<file path="src/rtl/intc_pkg.sv">
// intc_pkg: shared constants for the 8-source interrupt controller.
//   REG_*            register offsets decoded from AD[2:0]
//   VECTOR_VALID_BIT bit position of the valid flag in the VECTOR register
//   DEFAULT_NUM_SRC  default number of interrupt sources
package intc_pkg;

  localparam int DEFAULT_NUM_SRC = 8;

  localparam logic [2:0] REG_PEND   = 3'd0;
  localparam logic [2:0] REG_MASK   = 3'd1;
  localparam logic [2:0] REG_VECTOR = 3'd2;
  localparam logic [2:0] REG_MODE   = 3'd3;
  localparam logic [2:0] REG_SWSET  = 3'd4;
  localparam logic [2:0] REG_INSERV = 3'd5;

  localparam int VECTOR_VALID_BIT = 7;

endpackage

</file>
<file path="src/rtl/intc_prio_enc.sv">
// intc_prio_enc: combinational lowest-index-set priority encoder.
//   req   [NUM_SRC-1:0] request vector, bit 0 has highest priority
//   valid               at least one request bit set
//   idx   [2:0]         index of the lowest set bit (0 when !valid)
module intc_prio_enc
  import intc_pkg::*;
#(
  parameter int NUM_SRC = DEFAULT_NUM_SRC
) (
  input  logic [NUM_SRC-1:0] req,
  output logic               valid,
  output logic [2:0]         idx
);

  // Scan from the top down so the lowest set index is the last one written.
  always_comb begin
    valid = 1'b0;
    idx   = 3'd0;
    for (int i = NUM_SRC - 1; i >= 0; i--) begin
      if (req[i]) begin
        valid = 1'b1;
        idx   = 3'(i);
      end
    end
  end

endmodule

</file>
<file path="src/rtl/intc_ctrl.sv">
// intc_ctrl: prioritised interrupt controller on the CPU data bus.
//   clk          system clock
//   rst          asynchronous, active-high reset
//   AD[2:0]      register select (PEND, MASK, VECTOR, MODE, SWSET, INSERV)
//   DI[7:0]      write data from CPU
//   DO[7:0]      read data, combinational from AD and current state
//   rw           1 = read, 0 = write
//   cs           chip select
//   irq_in       raw asynchronous active-high source lines
//   intr         registered interrupt request to the CPU
// Build option: define INTC_NESTING_EN to let a higher-priority source
// interrupt one already in service. Without it only one source can be in
// service at a time and intr is held low while any source is in service.
module intc_ctrl
  import intc_pkg::*;
#(
  parameter int NUM_SRC     = DEFAULT_NUM_SRC,
  parameter int SYNC_STAGES = 2
) (
  input  logic               clk,
  input  logic               rst,
  input  logic [2:0]         AD,
  input  logic [7:0]         DI,
  output logic [7:0]         DO,
  input  logic               rw,
  input  logic               cs,
  input  logic [NUM_SRC-1:0] irq_in,
  output logic               intr
);

  logic [NUM_SRC-1:0] sync_p [SYNC_STAGES];
  logic [NUM_SRC-1:0] prev_p;
  logic [NUM_SRC-1:0] pend, mask, mode, inserv;
  logic               rd_vec_prev;

  logic [NUM_SRC-1:0] sync, rise, eligible, di_src;
  logic [NUM_SRC-1:0] w1c, swset, mode_chg, clr, pend_edge, pend_d, inserv_d;
  logic [NUM_SRC-1:0] best_oh, ceil_oh;
  logic               wr_en, rd_vec, ack_strobe, ack, eoi, mask_wr, mode_wr;
  logic               best_vld, ceil_vld, vec_valid, intr_d;
  logic [2:0]         best_idx, ceil_idx;

  assign sync     = sync_p[SYNC_STAGES-1];
  assign rise     = sync & ~prev_p;
  assign eligible = pend & mask;
  assign di_src   = DI[NUM_SRC-1:0];

  intc_prio_enc #(.NUM_SRC(NUM_SRC)) u_best (
    .req   (eligible),
    .valid (best_vld),
    .idx   (best_idx)
  );

  intc_prio_enc #(.NUM_SRC(NUM_SRC)) u_ceil (
    .req   (inserv),
    .valid (ceil_vld),
    .idx   (ceil_idx)
  );

`ifdef INTC_NESTING_EN
  assign vec_valid = best_vld;
  assign intr_d    = best_vld & (~ceil_vld | (best_idx < ceil_idx));
`else
  // Single-level: nothing is offered while a source is in service.
  assign vec_valid = best_vld & ~ceil_vld;
  assign intr_d    = best_vld & ~ceil_vld;
`endif

  assign wr_en   = cs & ~rw;
  assign rd_vec  = cs & rw & (AD == REG_VECTOR);
  // Only the first cycle of a held VECTOR read acknowledges.
  assign ack_strobe = rd_vec & ~rd_vec_prev;
  assign ack     = ack_strobe & vec_valid;
  assign eoi     = wr_en & (AD == REG_INSERV);
  assign mask_wr = wr_en & (AD == REG_MASK);
  assign mode_wr = wr_en & (AD == REG_MODE);

  always_comb begin
    best_oh = '0;
    ceil_oh = '0;
    for (int i = 0; i < NUM_SRC; i++) begin
      best_oh[i] = best_vld & (best_idx == 3'(i));
      ceil_oh[i] = ceil_vld & (ceil_idx == 3'(i));
    end
  end

  assign w1c      = (wr_en && AD == REG_PEND)  ? di_src : '0;
  assign swset    = (wr_en && AD == REG_SWSET) ? di_src : '0;
  assign mode_chg = mode_wr ? (di_src ^ mode) : '0;

  // Set terms are OR-ed in after the clear so a coincident rise or SWSET wins.
  assign clr       = w1c | (ack ? best_oh : '0);
  assign pend_edge = (pend & ~clr) | rise | swset;
  assign pend_d    = ((mode & pend_edge) | (~mode & sync)) & ~mode_chg;
  assign inserv_d  = (inserv & ~(eoi ? ceil_oh : '0)) | (ack ? best_oh : '0);

  // Synchroniser / edge-detect stage, then state update stage
  always_ff @(posedge clk or posedge rst) begin
    if (rst) begin
      for (int s = 0; s < SYNC_STAGES; s++) sync_p[s] <= '0;
      prev_p      <= '0;
      pend        <= '0;
      mask        <= '0;
      mode        <= '0;
      inserv      <= '0;
      rd_vec_prev <= 1'b0;
      intr        <= 1'b0;
    end else begin
      sync_p[0] <= irq_in;
      for (int s = 1; s < SYNC_STAGES; s++) sync_p[s] <= sync_p[s-1];
      prev_p      <= sync;
      pend        <= pend_d;
      if (mask_wr) mask <= di_src;
      if (mode_wr) mode <= di_src;
      inserv      <= inserv_d;
      rd_vec_prev <= rd_vec;
      intr        <= intr_d;
    end
  end

  always_comb begin
    DO = '0;
    case (AD)
      REG_PEND:   DO[NUM_SRC-1:0] = pend;
      REG_MASK:   DO[NUM_SRC-1:0] = mask;
      REG_VECTOR: begin
        if (vec_valid) begin
          DO[VECTOR_VALID_BIT] = 1'b1;
          DO[2:0]              = best_idx;
        end
      end
      REG_MODE:   DO[NUM_SRC-1:0] = mode;
      REG_INSERV: DO[NUM_SRC-1:0] = inserv;
      default:    DO = '0;
    endcase
  end

endmodule

</file>
<file path="config.mk">
export PLATFORM = sky130hd
export DESIGN_NAME = intc_ctrl
export DESIGN_NICKNAME = d
export VERILOG_FILES = /design/src/rtl/intc_pkg.sv /design/src/rtl/intc_prio_enc.sv /design/src/rtl/intc_ctrl.sv
export SDC_FILE = /design/constraint.sdc
export NUM_CORES = 1
export LEC_CHECK = 0
export BUFFER_PORTS_ARGS = -buffer_cell sky130_fd_sc_hd__buf_2
export CELL_PAD_IN_SITES_DETAIL_PLACEMENT = 0
export CELL_PAD_IN_SITES_GLOBAL_PLACEMENT = 1
export CORE_MARGIN = 1.5
export CORE_UTILIZATION = 35
export CTS_CLUSTER_SIZE = 40
export DETAILED_ROUTE_END_ITERATION = 7
export GPL_TIMING_DRIVEN = 0
export HOLD_SLACK_MARGIN = 0.05
export PLACE_DENSITY_LB_ADDON = 0.15
export SETUP_SLACK_MARGIN = 0.05
export SLEW_MARGIN = 20
export SYNTH_ARGS = -nofsm -noshare
export SYNTH_HDL_FRONTEND = slang
export SYNTH_SLANG_ARGS = --single-unit
</file>
<file path="constraint.sdc">
create_clock -name clk -period 2.1 [get_ports clk]
set_input_delay 0.42 -clock clk [delete_from_list [all_inputs] [get_ports clk]]
set_output_delay 0.42 -clock clk [all_outputs]
set_load 0.005 [all_outputs]
</file>
==> results of run 1 <==
repair_timing:
item,in CTS,in global routing
hold endpoints to repair,12,0
hold buffers,1,0
pin swaps,10,8
gates resized for setup,30,18
buffers inserted,18,2
endpoints found under the setup margin,15,22
registers in the layout, summed over array words and instances (netlist names):
| register | flops |
|---|---|
| rd_vec_prev | 1 |
| prev_p | 8 |
| sync | 8 |
| pend | 8 |
| intr | 1 |
| mask | 8 |
| inserv | 8 |
| mode | 8 |
| sync_p | 8 |
power by group through the flow:
stage	Clock (µW)	Combinational, µW	Sequential, µW
after floorplan	0	602	1460
after global placement	0	833	1540
after detailed placement	0	844	1540
after CTS	1080	1210	1510
after global routing	1140	1460	1560
final	1060	1350	1540
synth_stat cells, types with 2 or more instances:
cell type / number / area, µm²
sky130_fd_sc_hd__a31oi_1: 5 / 31.3
sky130_fd_sc_hd__nand4b_1: 2 / 17.5
sky130_fd_sc_hd__o21ai_0: 40 / 200
sky130_fd_sc_hd__a22o_1: 5 / 43.8
sky130_fd_sc_hd__mux2i_1: 4 / 40.0
sky130_fd_sc_hd__a211oi_1: 4 / 30.0
sky130_fd_sc_hd__o41ai_1: 2 / 17.5
sky130_fd_sc_hd__nand2b_1: 2 / 12.5
sky130_fd_sc_hd__nor2b_1: 2 / 12.5
sky130_fd_sc_hd__a32o_1: 2 / 20.0
sky130_fd_sc_hd__nor3_1: 5 / 25.0
sky130_fd_sc_hd__nand3b_1: 2 / 15.0
sky130_fd_sc_hd__clkbuf_1: 4 / 15.0
sky130_fd_sc_hd__inv_1: 18 / 67.6
sky130_fd_sc_hd__and2_1: 3 / 18.8
sky130_fd_sc_hd__mux2_2: 14 / 158
sky130_fd_sc_hd__o21a_1: 6 / 45.0
sky130_fd_sc_hd__nor4_1: 2 / 12.5
sky130_fd_sc_hd__a21oi_1: 5 / 25.0
sky130_fd_sc_hd__o221ai_1: 11 / 96.3
sky130_fd_sc_hd__dfrtp_1: 58 / 1450
sky130_fd_sc_hd__nor2_1: 8 / 30.0
sky130_fd_sc_hd__nand2_1: 32 / 120
sky130_fd_sc_hd__o31ai_1: 6 / 45.0
sky130_fd_sc_hd__a22oi_1: 9 / 67.6
cell usage in the layout (no fill, tap or decap), types with 5 or more instances in the layout:
master	instances
sky130_fd_sc_hd__dfrtp_1	52
sky130_fd_sc_hd__o21ai_0	39
sky130_fd_sc_hd__buf_2	32
sky130_fd_sc_hd__nand2_1	28
sky130_fd_sc_hd__buf_4	19
sky130_fd_sc_hd__inv_1	17
sky130_fd_sc_hd__mux2_2	14
sky130_fd_sc_hd__clkbuf_8	11
sky130_fd_sc_hd__o221ai_1	8
sky130_fd_sc_hd__nor2_1	6
sky130_fd_sc_hd__o21a_1	6
sky130_fd_sc_hd__dfrtp_2	6
sky130_fd_sc_hd__a22o_1	5
sky130_fd_sc_hd__a22oi_2	5
worst register-to-register path, cell delays in order (launching register included):
cell,delay [ns]
sky130_fd_sc_hd__dfrtp_2,0.45
sky130_fd_sc_hd__nor4_4,0.32
sky130_fd_sc_hd__nand2_2,0.12
sky130_fd_sc_hd__buf_4,0.17
sky130_fd_sc_hd__or3_4,0.37
sky130_fd_sc_hd__or2_4,0.29
sky130_fd_sc_hd__o31ai_2,0.23
final cells by class:
class / count / area (µm²)
fill: 754 / 4090
buffer: 6 / 28.8
clock inverter: 5 / 52.6
sequential: 58 / 1460
inverter: 18 / 70.1
clock buffer: 11 / 151
multi-input combinational: 187 / 1420
timing repair buffer: 52 / 335
tap: 102 / 128
per-stage QoR:
step / setup WS, ns / TNS [ns] / std cells / area (µm²) / hold slack [ns]
global placement: -0.588 / -37.77 / 402 / 3060 / 0.331
CTS: -0.0863 / -0.227 / 438 / 3550 / 0.158
detailed placement: -0.274 / -3.01 / 403 / 3090 / 0.335
global route: -0.178 / -0.577 / 439 / 3640 / 0.158
floorplan: 0.252 / 0 / 269 / 2780 / 0.331
finish: -0.0922 / -0.276 / 439 / 3640 / 0.173
cell families (layout without fill, tap and decap cells):
logic type      after synthesis  after routing
simple gates                 66             66
mux                          18             18
compound gates              103            103
buf+inv                      24             92
flops                        58             58
per-layer routing:
metal | GRT usage | part of all wire | up-vias
met5 | 0 | 0 | -
met4 | 0.109 | 0.017 | 0
met2 | 0.300 | 0.47 | 41
met1 | 0.271 | 0.48 | 1187
li1 | - | - | 1138
met3 | 0.0390 | 0.030 | 13
worst max path at each step:
stage                     end  slack, ns
floorplan           inserv[0]       0.25
global placement      sync[7]      -0.59
detailed placement      DO[0]      -0.27
CTS                     DO[1]      -0.09
global route            DO[1]      -0.18
finish                  DO[2]      -0.09
==> run summary, run 1 <==
The flow ran to the end, but the final reports show violations. The checks that failed: setup timing. The final number of max-transition violations was 0. The critical path runs through a total of 5 cells.

At the worst endpoint, the arrival time is 1.77 ns. The simple logic cell fraction of the synthesized area is 0.119, and the residual overflow from global routing is 0. On the critical path, the stage with the largest delay is an instance of sky130_fd_sc_hd__dfrtp_1.

The sink of the worst hold path is sync_p[11]. The first global-routing pass estimated 12,700 µm of wire. At the worst endpoint, the required time is 1.68 ns. After layout, the minimum clock period comes to 2.19 ns. Dominant combinational cell family by area after synthesis: compound AO/OA/AOI/OAI gates. Input and output buffers added on the ports amount to 31. The capturing element type of the critical path is a primary output. The number of failing hold endpoints at the final stage was 0; the number of cell instances on the worst register-to-register path was 6.

During I/O placement, the number of pins put on the boundary was 32. The share of total power consumed by net switching works out to 0.355. The cell depth of the worst hold path works out to 1.

For this run, the detailed router's first-pass iteration total came to 4. For the worst-skew pair, the clock arrives at the later sink with an insertion delay of 0.35 ns. The share of power burned in combinational logic was 0.343; the portion of netlist area occupied by mux cells was 0.0711. Fmax: 456 MHz.

The most used flip-flop cell after synthesis is sky130_fd_sc_hd__dfrtp_1. After detailed routing, the number of vias per cell comes to 5.42. Internal power comes to 2550 µW. The tools report the deepest level of the CTS H-tree as 3. The tools report the via count of the first global-routing pass as 2,379. In the final design database the tool counted 355 nets.

TritonCTS built the clock tree. The logs give 0.389 for the register share of total power and 0 for the residual DRC count. The number of antenna violations at the first check in global routing came out at 0.

Tracing the worst setup path back leads to its startpoint at mask[2]. Setup violations remaining at the end of the flow were counted as 4. The tools report the clock group share of total power as 0.268.

Setup repair after global routing could not meet its margin everywhere. The floorplan die height is 92.1 µm. The initial core utilization is 0.360. The startpoint of the worst-slack reg-to-reg timing path is inserv[6]. In this run the deepest clock path goes through 2 buffers.

The area of the core region was 0.00773 mm². Worst min-delay path class: in2reg. The tools report the number of clock buffers inserted by TritonCTS as 9. Once detail routing completed, the nets flagged for antenna violations numbered 0. In this run the worst path has a maximum fanout of 8. The fraction of synthesized cell area in xor and xnor cells came out at 0.

Power spread over the standard cell area amounts to 1080 mW/mm². The total design power is 3950 µW, and the post-synthesis compound-gate area fraction is 0.255. CTS saw 58 sinks.

In this run the critical register-to-register path is captured at inserv[2]. Yosys printed 0 warnings. The maximum cell stage delay along the critical path came out at 0.43 ns. The worst path buffer plus inverter count is 1. The analysis attributes to cell leakage a power of 0.00156 µW.

After synthesis the netlist holds a flip-flop and latch count of 58. After the first detailed-routing iteration, the DRC count stood at 121. The floorplan step defined a die boundary enclosing 0.00849 mm². In the final routed layout, each cell accounts on average for 17.9 µm. Synthesis produced a netlist with a net count of 292. The last weighted congestion value of the routability-driven placer was 0.840.

Broken down by cell family, the worst path's largest delay share belongs to compound AO/OA/AOI/OAI gates. The signal on the critical path passes through a22oi_2, nand2_2, a21o_4, o221ai_2, buf_2. Summed over all nets, the half-perimeter wirelength after detailed placement is 5240 µm. The logs give 1400 µW for the net switching component of the power and 47 for the maximum number of pins on one net before global-route repair. The final core utilization is 0.471.

Counting flops with a built-in enable in the synthesized netlist gives 0. Summing over every cut layer, the via total after detailed routing is 2,379. The run gives 0.522 as the share of the yosys chip area belonging to registers. The number of maximum-capacitance constraint violations is 0, and the transition at the pin with the smallest max-transition slack is 0.892 ns. The worst max-slew margin expressed relative to the limit was 0.403.

STA classifies the critical path startpoint as a flip-flop. The share of flip-flops with an asynchronous set or reset after synthesis is 1.00. Measured along the x axis, the die boundary spans 92.1 µm. Total routing usage reported by global routing: 0.200.

The tools report the worst setup slack after layout as -0.0922 ns. The average instance in the mapped netlist occupies 10.3 µm². In this run, distinct cell masters in the synthesized netlist total 43. The internal reg-to-reg setup slack is 0.08 ns. The adder-cell area share of the yosys netlist was 0. The tools report the floorplan row count as 32.

The share of final-layout standard cells stronger than drive strength 1 is 0.374. The critical hold path startpoint was irq_in[3]. The clock tree skew after final layout is 0.00619 ns. The area growth from synthesis to layout is 31.0%. The worst setup path category was reg2out. After clock tree synthesis, the clock-pin slew on the worst setup and hold paths is 0.07 ns. The tree is rooted in a sky130_fd_sc_hd__clkbuf_8. The number of diodes was 0; the largest voltage drop on the vdd net was 0.395 mV. The logs give 7840 µm for the total routed wirelength and 0.00278 mm² for the area of the mapped netlist. Final critical-path share of the clock period: 1.04.

The post-synthesis cell count is 269.
Power figures use the tool's default switching activity.
==> run 2: changes to the inputs <==
Settings changed: CORE_UTILIZATION 35 to 41.
==> run summary, run 2 (synthesis results as in run 1) <==
The flow ran to the end, but the final reports show violations. The final reports fail on DRC, setup timing. The clock period minus final worst setup slack works out to 2.17 ns (-0.0189 ns). The run gives 0 (unchanged) as the count of nets left with antenna violations after detail routing.

The net switching component of the power is 1350 µW (-3.5%). The share of total power consumed by net switching was 0.370 (+0.0154); the layout-stage area growth over the synthesis result was 25.6%. The first-pass iteration count of the detailed router came out at 7 (+3). The run gives 0.230 (+0.0298) as the total routing usage reported by global routing. The worst max-slew margin expressed relative to the limit is 0.365 (-0.0384), and the number of buffers between clock root and the deepest sink is 2 (unchanged). TritonCTS built the clock tree.

The logs give 0.330 (-0.013) for the share of power burned in combinational logic and 2,415 (+1.5%) for the via count of the first global-routing pass. The number of clock buffers inserted by TritonCTS is 9 (unchanged). The worst setup path is of the reg2out kind. The run gives 0 (unchanged) as the number of failing hold endpoints at the final stage. Initial core utilization: 0.430 (+0.0707). The final number of max-transition violations came out at 0 (unchanged).

The register clock-pin slew on the reported worst setup and hold paths was 0.07 ns (about the same); the largest voltage drop on the vdd net was 0.479 mV (+21%). The average vias per placed instance was 5.86 (+8.2%); the floorplan row count was 29 (-9.4%). The fmax came out at 460 MHz (+0.87%). For the total leakage power, the log shows 0.00149 µW (-4.3%). The total power divided by cell area was 1050 mW/mm² (-3.5%); the area of the core region was 0.00646 mm² (-16%).

The maximum number of pins on one net before global-route repair came out at 38 (-19%). The final setup violation count is 4 (unchanged), and the wire length of the first global-routing pass is 12,600 µm (-0.66%). The residual overflow from global routing came out at 0 (unchanged). The capturing element type of the critical path is a primary output.

The tools report the TritonCTS sink count as 58 (unchanged). The run gives 0.0103 ns (+0.00414 ns) as the clock tree skew after final layout. The worst-case setup slack after placement is -0.344 ns (-0.0704 ns). The library cell used most frequently in the layout, excluding fill and tap cells, is sky130_fd_sc_hd__dfrtp_1.

For the total routed wirelength, the log shows 7820 µm (-0.33%). Setup repair after global routing could not meet its margin everywhere. For the via count, the log shows 2,386 (+0.29%).

The library cells used most frequently in the layout, excluding fill and tap cells, are 54 x sky130_fd_sc_hd__dfrtp_1, 39 x sky130_fd_sc_hd__o21ai_0, 32 x sky130_fd_sc_hd__buf_2. The tools report the residual DRC count as 2 (+2). The number of buffers added on ports is 31 (unchanged), and the full die area is 0.00728 mm² (-14%). The tools report the number of antenna violations at the first check in global routing as 0 (unchanged). The clock group share of total power is 0.251 (-0.017).

The total design power is 3650 µW (-7.5%). The run gives 2300 µW (-9.7%) as the cell internal power dissipation. Worst setup slack after layout: -0.0734 ns (+0.0189 ns). The worst setup path is launched from a flip-flop. The number of maximum-capacitance constraint violations is 0 (unchanged). The transition at the pin with the smallest max-transition slack is 0.950 ns (+0.0574 ns), and the share of final-layout standard cells stronger than drive strength 1 is 0.339 (-0.0345). The I/O pin count is 32 (unchanged).

Master of the slowest instance on the critical path: sky130_fd_sc_hd__dfrtp_1. The maximum cell stage delay along the critical path is 0.47 ns (+0.04 ns), and the latest clock arrival within the worst-skew pair is 0.35 ns (about the same). The run gives 1.75 ns (-0.02 ns) as the arrival time of data at the critical path endpoint. Walking the worst path, the cells encountered are nor4_2, nand2_1, nor2_4, nand2_4, o221ai_2, buf_2. In this run the clock root is driven by a sky130_fd_sc_hd__clkbuf_8. The floorplan die height was 85.3 µm (-7.4%). For the final hold slack, the log shows 0.167 ns (-0.00620 ns).

Wire length per cell: 19.2 µm (+7.5%). The tools report the number of diodes as 0 (unchanged). The deepest level of the CTS H-tree is 3 (unchanged), and the initial DRC count is 173 (+43%). The final critical-path share of the clock period is 1.03 (-0.00898).

Register share of total power: 0.419 (+0.030). The top fanout value on the critical path came out at 6 (-2). For the total cell area at the placement stage, the log shows 0.00305 mm² (-1.3%). The min-delay analysis places its worst path in the category in2reg. The floorplan die width is 85.3 µm (-7.4%), and the count of nets after finishing is 348 (-2.0%). The required time at the worst-slack endpoint was 1.68 ns (about the same).

The summed area of non-filler cells in the final layout is 0.00349 mm² (-4.2%). The post-detailed-placement half-perimeter wirelength was 5060 µm (-3.3%). For the fill cell instance count of the final layout, the log shows 615 (-18%). For the last weighted congestion value of the routability-driven placer, the log shows 0.831 (-1.1%).
==> run 2: changes by cell type in the layout (fill, tap and decap cells not counted), sizes merged <==
| cell | previous run | this run |
|---|---|---|
| clkbuf | 16 | 15 |
| clkinvlp | 1 | 2 |
| buf | 52 | 46 |
| bufinv | 1 | 0 |
==> run 2: timing repair <==
item / CTS / global route
resized for setup: 28 / 15
pin swaps: 11 / 7
setup endpoints to repair: 14 / 18
hold buffers: 1 / 0
hold endpoints to repair: 21 / 0
buffers inserted: 13 / 1
==> run 2: power by group through the flow <==
stage / combinational [µW] / clock (µW) / sequential, µW
CTS: 1140 / 932 / 1510
global placement: 821 / 0 / 1530
global route: 1310 / 984 / 1550
floorplan: 602 / 0 / 1460
detailed placement: 835 / 0 / 1530
finish: 1200 / 918 / 1530
==> run 2: worst paths after layout <==
check,start,depth (start not counted),to,slack [ns]
setup reg to reg,inserv[3],6,inserv[3],0.06
hold / removal,irq_in[4],1,sync_p[12],0.17
min in group asynchronous,rst,3,mask[3],0.59
hold reg to reg,sync_p[9],0,sync[1],0.35
setup / recovery,inserv[3],6,DO[0],-0.07
max in group asynchronous,rst,4,inserv[0],1.00
==> run 2: metrics by stage <==
step,cells,TNS (ns),util
2_1_floorplan,269,0,-
3_3_place_gp,377,-32.85,0.469
3_5_place_dp,378,-3.60,0.473
4_1_cts,408,-0.192,0.531
5_1_grt,407,-0.730,0.540
6_report,407,-0.244,0.540
==> run 2: final cells by class <==
cell class / count / area (µm²) / share of cell area
Buffer: 6 / 31.3 / 0.00896
Clock buffer: 11 / 141 / 0.0405
Clock inverter: 5 / 30.0 / 0.00860
Inverter: 18 / 70.1 / 0.0201
Multi-Input combinational cell: 187 / 1390 / 0.397
Sequential cell: 58 / 1460 / 0.417
Tap cell: 77 / 96.3 / 0.0276
Timing Repair Buffer: 45 / 279 / 0.0799
==> run 2: critical path: cells and delay by family, from the launching register on <==
family	cells	cell delay, ns
AOI/OAI and AO/OA	1	0.17
buffers and inverters	1	0.15
DFF	1	0.47
and+or+nand+nor	4	0.63
==> run 2: metal layers <==
layer  part of all wire  GRT usage  up-vias
li1                   -          -     1119
met1               0.46      0.309     1188
met2               0.46      0.348       62
met3              0.050     0.0477       17
met4              0.024      0.126        0
met5                  0          0        -
